File: config.mk
export PLATFORM = sky130hd
export DESIGN_NAME = loop_stack
export DESIGN_NICKNAME = d
export VERILOG_FILES = /design/src/rtl/loop_stack.sv
export SDC_FILE = /design/constraint.sdc
export NUM_CORES = 1
export LEC_CHECK = 0
export ABC_AREA = 1
export CORE_MARGIN = 5
export CORE_UTILIZATION = 45
export CTS_CLUSTER_SIZE = 30
export DETAILED_ROUTE_END_ITERATION = 10
export DONT_BUFFER_PORTS = 1
export HOLD_SLACK_MARGIN = 0.02
export PLACE_DENSITY = 0.72
export RECOVER_POWER = 25
export SLEW_MARGIN = 10
export SYNTH_ARGS = -nofsm -noshare
export SYNTH_HDL_FRONTEND = slang
export SYNTH_SLANG_ARGS = --single-unit
File: constraint.sdc
create_clock -name clk -period 7.35 [get_ports clk]
set_input_delay 1.1025 -clock clk [delete_from_list [all_inputs] [get_ports clk]]
set_output_delay 1.1025 -clock clk [all_outputs]
set_load 0.1 [all_outputs]
File: src/rtl/loop_stack.sv
// Loop-control unit for the BeeF core: tracks open loops on a hardware return
// stack, redirects fetch on taken loop-closes, and skips bodies of untaken loops.
module loop_stack #(
    parameter int          PC_W        = 16,
    parameter int          STACK_DEPTH = 16,
    parameter int          SEARCH_W    = 8,
    parameter logic [8:0]  OPEN_OP     = 9'h05B,
    parameter logic [8:0]  CLOSE_OP    = 9'h05D
) (
    input  logic                           clk,
    input  logic                           reset,
    input  logic                           instr_valid,
    input  logic [8:0]                     instruction,
    input  logic [PC_W-1:0]                pc,
    input  logic                           cell_zero,
    output logic                           jump_valid,
    output logic [PC_W-1:0]                jump_pc,
    output logic                           searching,
    output logic [$clog2(STACK_DEPTH):0]   stack_level,
    output logic                           fault
);

    localparam int IDX_W = $clog2(STACK_DEPTH);
    localparam int LVL_W = IDX_W + 1;

    typedef enum logic [1:0] {
        ST_RUN,
        ST_SEARCH,
        ST_FAULT
    } state_t;

    state_t              state;
    state_t              state_next;
    logic [SEARCH_W-1:0] count;
    logic [SEARCH_W-1:0] count_next;
    logic [LVL_W-1:0]    level_next;
    logic                push;
    logic                do_jump;

    logic [PC_W-1:0]     stack_mem [STACK_DEPTH];
    logic [IDX_W-1:0]    top_idx;
    logic [PC_W-1:0]     top;

    logic is_open;
    logic is_close;
    logic full;
    logic empty;

    assign is_open  = instr_valid && (instruction == OPEN_OP);
    assign is_close = instr_valid && (instruction == CLOSE_OP);
    assign full     = (stack_level == LVL_W'(STACK_DEPTH));
    assign empty    = (stack_level == '0);
    // Low bits wrap correctly when the stack is full (level 16 -> index 15).
    assign top_idx  = stack_level[IDX_W-1:0] - IDX_W'(1);
    assign top      = stack_mem[top_idx];

    // NOTE: sequential state uses non-blocking assignments so every flop
    // samples pre-edge values regardless of process evaluation order.
    always_ff @(posedge clk) begin
        if (reset) begin
            state       <= ST_RUN;
            count       <= '0;
            stack_level <= '0;
            jump_valid  <= 1'b0;
            jump_pc     <= '0;
        end else begin
            state       <= state_next;
            count       <= count_next;
            stack_level <= level_next;
            jump_valid  <= do_jump;
            if (do_jump) begin
                jump_pc <= top + PC_W'(1);
            end
        end
    end

    // NOTE: the stack RAM is deliberately not reset; stack_level alone
    // defines which entries are valid, so it can map onto plain RAM.
    always_ff @(posedge clk) begin
        if (push) begin
            stack_mem[stack_level[IDX_W-1:0]] <= pc;
        end
    end

    always_comb begin
        state_next = state;
        count_next = count;
        level_next = stack_level;
        push       = 1'b0;
        do_jump    = 1'b0;
        case (state)
            ST_RUN: begin
                if (is_open) begin
                    if (cell_zero) begin
                        state_next = ST_SEARCH;
                        count_next = SEARCH_W'(1);
                    end else if (full) begin
                        state_next = ST_FAULT;
                    end else begin
                        push       = 1'b1;
                        level_next = stack_level + LVL_W'(1);
                    end
                end else if (is_close) begin
                    if (empty) begin
                        state_next = ST_FAULT;
                    end else if (!cell_zero) begin
                        do_jump = 1'b1;
                    end else begin
                        level_next = stack_level - LVL_W'(1);
                    end
                end
            end
            ST_SEARCH: begin
                // Nesting depth of the loop being skipped; cell_zero is irrelevant here.
                if (is_open) begin
                    if (count == '1) begin
                        state_next = ST_FAULT;
                    end else begin
                        count_next = count + SEARCH_W'(1);
                    end
                end else if (is_close) begin
                    if (count == SEARCH_W'(1)) begin
                        state_next = ST_RUN;
                        count_next = '0;
                    end else begin
                        count_next = count - SEARCH_W'(1);
                    end
                end
            end
            default: ;
        endcase
    end

    always_comb begin
        searching = (state == ST_SEARCH);
        fault     = (state == ST_FAULT);
    end

endmodule
**Yosys cells after proc, flatten, opt, wreduce, memory -nomap -nowiden**

Memories as Yosys holds them, arrays and structs flattened.
Index checks and enable logic that the tools add are counted.
Widths: inputs -> output; s select.

- Reductions and logical operators: 10
- Add/subtract/negate cells: 6
- Muxes and demuxes: 34
- Eq/ne operators: 19

Operators by type and width:

| cell | count |
|---|---|
| $mux 8 | 6 |
| $mux 5 | 6 |
| $eq 9x7->1 const B | 2 |
| $mux 2 | 9 |
| $add 16x1->16 const B | 1 |
| $pmux 8 s2 | 1 |
| $mux 1 | 11 |
| $ne 2x2->1 const B | 5 |
| $ne 3x3->1 const B | 3 |
| $add 8x1->8 const B | 1 |
| $eq 8x1->1 const B | 1 |
| $eq 8x8->1 const B | 1 |
| $sub 8x1->8 const B | 1 |
| $reduce_and 7->1 | 1 |
| $ne 3x1->1 const B | 2 |
| $reduce_and 6->1 | 1 |
| $reduce_bool 2->1 | 3 |
| $add 5x1->5 const B | 1 |
| $eq 5x5->1 const B | 1 |
| $logic_not 5->1 | 1 |
| $reduce_and 5->1 | 1 |
| $sub 5x1->5 const B | 1 |
| $ne 4x4->1 const B | 1 |
| $pmux 2 s2 | 1 |
| other kinds (6) | 7 |

- Memories: 1
- RAM bits: 256
- Bits in registers: 32
- Bits of input ports: 29
- Output and inout port bits: 24
- Logic and storage cells: 75

Memories:

| name | words | bits a word | read ports | clocked after Yosys merged registers in | wr ports | line | text |
|---|---|---|---|---|---|---|---|
| stack_mem | 16 | 16 | 1 | 0 | 1 | 40 | `logic [PC_W-1:0] stack_mem [STACK_DEPTH];` |

**Longest topological paths before layout**

Gate-level depths: netlist of run 1.

- Word-level depth: 7
- Gate-level depth with buffers: 22
- Gate-level depth less buffers: 18

**Worst setup path before layout of run 1**

Ideal clock, no wire load.

- Path type: register -> register
- Start point: register stack_level[0]
- End point: register jump_pc[8]
- Arrival: 3.588 ns
- Clock period less this slack: 3.697 ns
- Cell stages (with the launch flop): 22
- Required time: 7.241 ns
- Setup slack: 3.653 ns
- Buffers on the path: 5
- Path through: dfxtp_1 > inv_2 > buf_4 > buf_2 > buf_2 > ha_1 > buf_2 > buf_2 > nand3_1 > nand3_1 > nand3_1 > nand2_1 > inv_1 > ha_1 > inv_1 > nor2_2 > nand2_2 > nor2_4 > xor2_1 > nand2_1 > nand2_1 > inv_1

- Elaborated cells between the ends (all ways): 8
- Those cells by class: 2 x add/sub; 4 x mux; 1 x reduce/logical; 1 x memory

RTL lines:

| item | line | text |
|---|---|---|
| start: declaration | 19 | `output logic [$clog2(STACK_DEPTH):0] stack_level,` |
| start signal: assignment | 69 | `stack_level <= level_next;` |
| $sub 4x1->4 | 54 | `assign top_idx = stack_level[IDX_W-1:0] - IDX_W'(1);` |
| named net top_idx[0] | 41 | `logic [IDX_W-1:0] top_idx;` |
| $mem_v2 16x16 | -- |  |
| $add 16x1->16 | 72 | `jump_pc <= top + PC_W'(1);` |
| end signal: assignment | 72 |  |
| end: declaration | 17 | `output logic [PC_W-1:0] jump_pc,` |

The timed path passes the listed nets, and every way through them passes these cells.
A chain may end at the register's enable or synchronous reset.

**Worst setup path after layout of run 1**

- Start point: register stack_level[1]
- End point: register jump_pc[8]

- Word-level cells in the longest chain between the ends: 5
- Elaborated cells between the ends (all ways): 8
- Those cells by class: 2 x add/sub; 4 x mux; 1 x reduce/logical; 1 x memory

RTL lines:

| item |
|---|
| branches (longest 5 deep; another with $mem_v2 16x16) |

Parallel ways; which one is timed is not known.

==> metrics.txt, run 1 <==
status finished, final reports clean; Wirelength per Cell around 18 um; Worst slew margin 0.177; Crit path depth 18; ANT cells 0; worst clock skew around 0.021 ns; Setup-failing EPs final 0; post-route ant nets 0; # Post-CTS Setup Buffers 0; area grow syn2layout 10.1%; CTS buffer count 29; final hold vios 0; max-cap violation count 0; largest net degree at the start of global routing 97; final worst-path cycle share 0.570; Cell Rows 61; most numerous cell on the critical path inv_1; clk root buf clkbuf_16; worst r2r path cells 18; Int Power about 2.7 mW; Place WS between 3 and 4 ns; RD Place Congestion 0.825; met3 Track Usage GR 0.0401; RSZ-0062 raised after global routing false; cell with the most instances after synthesis nand2_1; die width between 150 and 200 um; Hold WC Path Type reg -> reg; Skew-Pair Late Insertion Delay approximately 0.55 ns; met2 Use GR 0.303; Die ar. roughly 32000 um2; CP endpoint jump_pc[8]$_SDFFE_PP0P_; clock sink count approximately 290; TritonCTS clock tree built; post-route worst setup slack 3.16 ns; Worst Path Arrival ~4.6 ns; vias in the first global route about 8300; Synth area leader edfxtp_1; Min Hold Slack approximately 0.5 ns; dpl cell area 13200 um2; crit-path cells inv_1, ha_2, inv_2, buf_4, nand3_1, nand3_1, nand3_1, nand2_1, inv_1, ha_1, inv_1, nor2_2, nand2_2, nor2_4, xor2_1, nand2_1, nand2_1, inv_1; PD cells around 240 nW/um2; ys flop type edfxtp_1; Netlist Area Pre-Place between 10000 and 15000 um2; WP data required 7.78 ns; final core occ 0.505; CTS max path bufs 3; Synth top area share 0.600; DRT iter0 DRCs 796; final wirelength approximately 30000 um; Worst Setup Path Type reg -> reg; Yosys warning count 0; Worst-path clk slew 0.06 ns; DR DRC count 0; GRT Max-Usage Layer met2; slowest stage delay, CP 1.05 ns; sw frac 0.210; library cells used by synthesis 38; Core Box Area between 20000 and 30000 um2; Synth Instances 1269; Post-CTS Hold Fix Bufs 0; Worst Tran Pin Value between 1 and 1.5 ns; Syn Nets 1310; reg-to-reg slack, setup between 3 and 4 ns; Layout Nets approximately 1300; ys async rst share 0; worst setup path start stack_level[1]$_SDFFE_PP0P_; worst r2r src stack_level[1]$_SDFFE_PP0P_; #FFs+latches synth about 290; fin area 14100 um2; CP Capture Type register; via density per instance 5.36; fin. max-slew vios 0; power share of the sequential group 0.536; I/O pin cnt 53; layout cells sized above 1 0.0803; port bufs 0; top cells by count, synth nand2_1, edfxtp_1, nand3_1, inv_1, nor2_1; Leak roughly 5.4 nW; Initial Util 0.458; Synth area leaders edfxtp_1, nand2_1, nand3_1; Die Span Y ~180 um; DR pass1 iterations 5; Startpoint Class register; met1 usage 0.254; sequential element share of the synthesized area 0.650; Max Fclk 239 MHz; initial antenna violation count 0; CP max FO 34; htree depth 1; total gr overflow 0; Syn Area/Cell just over 10 um2; crit path time final 4.19 ns; top cell family by delay on the critical path buffers and inverters; DP Wirelength around 17000 um; R2R Path End jump_pc[8]$_SDFFE_PP0P_; CP Buf/Inv Count 6; # resized after CTS 0; setup TNS 0 ns; EDFF count, synth approximately 260; Worst VDD drop 0.000156 V; via count slightly below 9000; first-pass GRT wire length 46300 um; Clk pwr share 0.418; Total Routing Usage GR 0.186; Logic pwr share 0.045; slowest cell on the critical path dfxtp_1; NetSw ~0.71 mW
placed cells by master, fill, tap and decap left out, types with 2 or more instances in the layout:
cell type  synthesis  routed
nand2_1          357     357
edfxtp_1         256     256
nand3_1          226     226
inv_1            116     116
nor2_1            87      69
o21ai_0           34      34
dfxtp_1           32      31
clkbuf_16          0      29
a21oi_1           26      26
nor2_2             6      24
buf_4              4      20
ha_1              12      11
o211ai_1           8       8
xor2_1             7       7
nand2_2            7       7
clkbuf_1          14       7
nand4_1            6       6
clkinv_1           0       6
nor3_1             6       5
inv_2              4       3
nand3_2            3       3
bufinv_16          0       3
o22ai_1            2       2
a211oi_1           2       2
nor2_4             2       2
xnor2_1            2       2
nand3b_1           2       2
clkinv_2           0       2
power by group through the flow:
stage	registers, mW	logic [mW]	clock network (mW)
2_1_floorplan	1.84	0.126	0
3_3_place_gp	1.84	0.147	0
3_5_place_dp	1.84	0.152	0
4_1_cts	1.81	0.152	1.43
5_1_grt	1.81	0.175	1.50
6_report	1.81	0.153	1.41
kinds of logic after synthesis:
kind of cell | Yosys count | synth area share
buffers and inverters | 175 | 0.0573
AO/OA/AOI/OAI | 76 | 0.0327
adder cells (fa/ha/maj) | 12 | 0.0117
XOR/XNOR | 11 | 0.00958
AND/OR/NAND/NOR | 707 | 0.238
flip-flops | 288 | 0.650
how the worst min path moves through the flow:
stage | startpoint | to | slack (ns) | cells after the start
floorplan | state[0]$_SDFFE_PP0P_ | state[0]$_SDFFE_PP0P_ | 0.46 | 2
global placement | count[7]$_SDFFE_PP0P_ | count[7]$_SDFFE_PP0P_ | 0.48 | 2
detailed placement | count[7]$_SDFFE_PP0P_ | count[7]$_SDFFE_PP0P_ | 0.49 | 2
CTS | count[7]$_SDFFE_PP0P_ | count[7]$_SDFFE_PP0P_ | 0.50 | 2
global route | count[7]$_SDFFE_PP0P_ | count[7]$_SDFFE_PP0P_ | 0.53 | 2
finish | count[7]$_SDFFE_PP0P_ | count[7]$_SDFFE_PP0P_ | 0.50 | 2
per-stage QoR:
stage	power, mW	cells
after floorplan	1.96	1269
after global placement	1.99	1612
after detailed placement	1.99	1612
after CTS	3.39	1661
after global routing	3.48	1661
final	3.37	1661
state kept, by name, indices dropped and copies added, names as in the netlist:
| register | cells |
|---|---|
| jump_valid | 1 |
| jump_pc | 16 |
| stack_level | 5 |
| stack_mem | 256 |
| count | 8 |
| state | 2 |
final cells by class:
cell class                      instances  area [um2]
Clock buffer                           36         752
Clock inverter                         13         139
Fill cell                            2450       13800
Inverter                              120         453
Multi-Input combinational cell        806        3800
Sequential cell                       288        8330
Tap cell                              378         473
Timing Repair Buffer                   20         150
worst register-to-register path, stage by stage, from the launching register on:
cell and delay (ns):
dfxtp_1 1.05, inv_1 0.34, ha_2 0.38, inv_2 0.44
buf_4 0.49, nand3_1 0.14, nand3_1 0.10, nand3_1 0.07
nand2_1 0.12, inv_1 0.09, ha_1 0.20, inv_1 0.07
nor2_2 0.06, nand2_2 0.11, nor2_4 0.07, xor2_1 0.15
nand2_1 0.07, nand2_1 0.08, inv_1 0.03
metal layers:
layer,up-vias,routed length [um]
met1,4251,13100
met2,325,14000
met4,0,640
li1,4277,-
met3,56,2350
met5,-,0
Note: power is estimated with default switching activity, not from simulation.
==> run 2: changes to the inputs <==
==> constraint.sdc (replaced) <==
create_clock -name clk -period 4.1 [get_ports clk]
set_input_delay 0.615 -clock clk [delete_from_list [all_inputs] [get_ports clk]]
set_output_delay 0.615 -clock clk [all_outputs]
set_load 0.1 [all_outputs]
==> run 2 against run 1 <==
Cell area up 1.6%. Global-route usage is 0.69 points higher. Routed wire length grew 1.9%. Sequential share of layout area down 0.91 points. Final cell count grew 0.96%. Die area is the same. Combinational power rose by 81%. Utilization grew 0.79 points. Register-to-register slack got worse by 2.2 ns. Critical path type unchanged. Largest cell class unchanged.
==> metrics.txt, run 2 (synthesis gave the netlist of run 1 again) <==
first-pass GRT wire length 47700 um (was 46300 um); I/O pin cnt 53 (unchanged); Worst slew margin 0.289 (was 0.177); Core Box Area 27900 um2 (unchanged); reg-to-reg slack, setup 0.92 ns (was 3.16 ns); Cell Rows 61 (unchanged); total gr overflow 0 (unchanged); vias in the first global route 8593 (was 8325); port bufs 0 (unchanged); Multi-input gate area 3800 um2 (unchanged); DR DRC count 0 (unchanged); layout cells sized above 1 0.0939 (was 0.0803); post-route ant nets 0 (unchanged); hold_sp reset (was count[7]$_SDFFE_PP0P_); Skew-Pair Late Insertion Delay 0.55 ns (about the same); Wirelength per Cell 18.3 um (was 18.1 um); via count 9047 (was 8909); PD cells 439 nW/um2 (was 239 nW/um2); final worst-path cycle share 0.776 (was 0.570); Total Routing Usage GR 0.193 (was 0.186); Startpoint Class register (unchanged); Worst Tran Pin Value 1.07 ns (was 1.23 ns); Worst-path clk slew 0.06 ns (about the same); final wirelength 30600 um (was 30100 um); Initial Util 0.458 (unchanged); R2R Path End jump_pc[11]$_SDFFE_PP0P_ (was jump_pc[8]$_SDFFE_PP0P_); worst r2r src stack_level[1]$_SDFFE_PP0P_ (unchanged); Setup-failing EPs final 0 (unchanged); Die Span Y 179 um (unchanged); worst clock skew 0.00873 ns (was 0.0213 ns); max-cap violation count 0 (unchanged); worst r2r path cells 15 (was 18); ANT cells 0 (unchanged); Worst Path Arrival 3.63 ns (was 4.62 ns); WP data required 4.55 ns (was 7.78 ns); die width 179 um (unchanged); largest net degree at the start of global routing 134 (was 97); clk root buf clkbuf_16 (unchanged); # Post-CTS Setup Buffers 0 (unchanged); Worst VDD drop 0.000265 V (was 0.000156 V); CP Capture Type register (unchanged); max reg flops 256 (unchanged); Worst Setup Path Type reg -> reg (unchanged); Filler Cell Count 2427 (was 2450); RSZ-0062 raised after global routing false (unchanged); fin area 14300 um2 (was 14100 um2); CTS max path bufs 3 (unchanged); DP Wirelength 17900 um (was 17400 um); Leak 5.48 nW (was 5.37 nW); initial antenna violation count 0 (unchanged); status finished, final reports clean (unchanged); setup TNS 0 ns (unchanged); CTS buffer count 30 (was 29); most frequent cells in the layout nand2_1, edfxtp_1, nand3_1, inv_1, nor2_1 (unchanged); CP max FO 38 (was 34); Hold WC Path Type in -> reg (was reg -> reg); DR pass1 iterations 6 (was 5); dpl cell area 13300 um2 (was 13200 um2); RD Place Congestion 0.815 (was 0.825); htree depth 1 (unchanged); area grow syn2layout 11.8% (was 10.1%); # resized after CTS 0 (unchanged); crit path time final 3.18 ns (was 4.19 ns); Die ar. 31900 um2 (unchanged); Layout Nets 1316 (was 1306); fin. max-slew vios 0 (unchanged); DRT iter0 DRCs 952 (was 796); Hold Path Sink count[7]$_SDFFE_PP0P_ (unchanged); cell count of the worst hold path 1 (was 2); commonest non-fill, non-tap cell in the layout nand2_1 (unchanged); via density per instance 5.39 (was 5.36); final hold vios 0 (unchanged); TritonCTS clock tree built (unchanged); Max Fclk 314 MHz (was 239 MHz); clock sink count 288 (unchanged); Post-CTS Hold Fix Bufs 0 (unchanged); FF/Latch Area 8330 um2 (unchanged)
run 2: cell types whose count changed in the layout (fill, tap and decap cells not counted), moves of 2 or more:
cell        previous run  this run
buf_12                 0         2
buf_4                 20        27
clkbuf_1               7         4
clkbuf_16             29        31
clkinv_4               0         4
clkinvlp_4             1         4
run 2: report_power, final:
part / switching [mW] / internal, mW
sequential: 0.0278 / 3.21
clock: 1.13 / 1.64
combinational: 0.189 / 0.0885
run 2: cell type report:
cell class	count	area share
Clock inverter	21	0.0160
Clock buffer	35	0.0552
Tap cell	378	0.0330
Multi-Input combinational cell	806	0.265
Sequential cell	288	0.582
Timing Repair Buffer	29	0.0170
Inverter	120	0.0316
run 2: worst max-delay path, stage by stage (launching register included):
cell	delay (ns)
dfxtp_1	0.30
inv_1	0.19
ha_2	0.42
inv_2	0.58
buf_4	0.43
nand3_1	0.13
nand3_1	0.10
nand3_1	0.09
nand2_1	0.21
nor2_1	0.07
nand2_1	0.11
inv_1	0.07
nand3_1	0.08
nand3_1	0.12
nand2_1	0.11
inv_1	0.04
run 2: how the worst max path moves through the flow:
stage | startpoint | end | slack (ns) | depth (start not counted)
2_1_floorplan | stack_level[0]$_SDFFE_PP0P_ | jump_pc[8]$_SDFFE_PP0P_ | 0.40 | 21
3_3_place_gp | stack_level[1]$_SDFFE_PP0P_ | jump_pc[13]$_SDFFE_PP0P_ | 1.05 | 17
3_5_place_dp | stack_level[1]$_SDFFE_PP0P_ | jump_pc[13]$_SDFFE_PP0P_ | 0.95 | 17
4_1_cts | stack_level[1]$_SDFFE_PP0P_ | jump_pc[13]$_SDFFE_PP0P_ | 0.94 | 17
5_1_grt | stack_level[1]$_SDFFE_PP0P_ | jump_pc[15]$_SDFFE_PP0P_ | 0.60 | 17
6_report | stack_level[1]$_SDFFE_PP0P_ | jump_pc[11]$_SDFFE_PP0P_ | 0.92 | 15
run 2: through the flow:
stage	hold slack [ns]	instances	utilization	worst slack (ns)	total power [mW]
CTS	0.106	1677	0.513	0.943	6.32
detailed placement	0.494	1621	0.476	0.948	3.58
finish	0.131	1677	0.513	0.918	6.28
floorplan	0.456	1269	-	0.403	3.52
global route	0.112	1677	0.513	0.600	6.50
global placement	0.482	1621	0.476	1.05	3.56
run 2: metal layers:
metal,vias up,track usage,share of wire
met2,380,0.319,0.48
met3,56,0.0382,0.097
met4,0,0.0550,0.024
met1,4311,0.261,0.40
met5,-,0,0
li1,4300,-,-
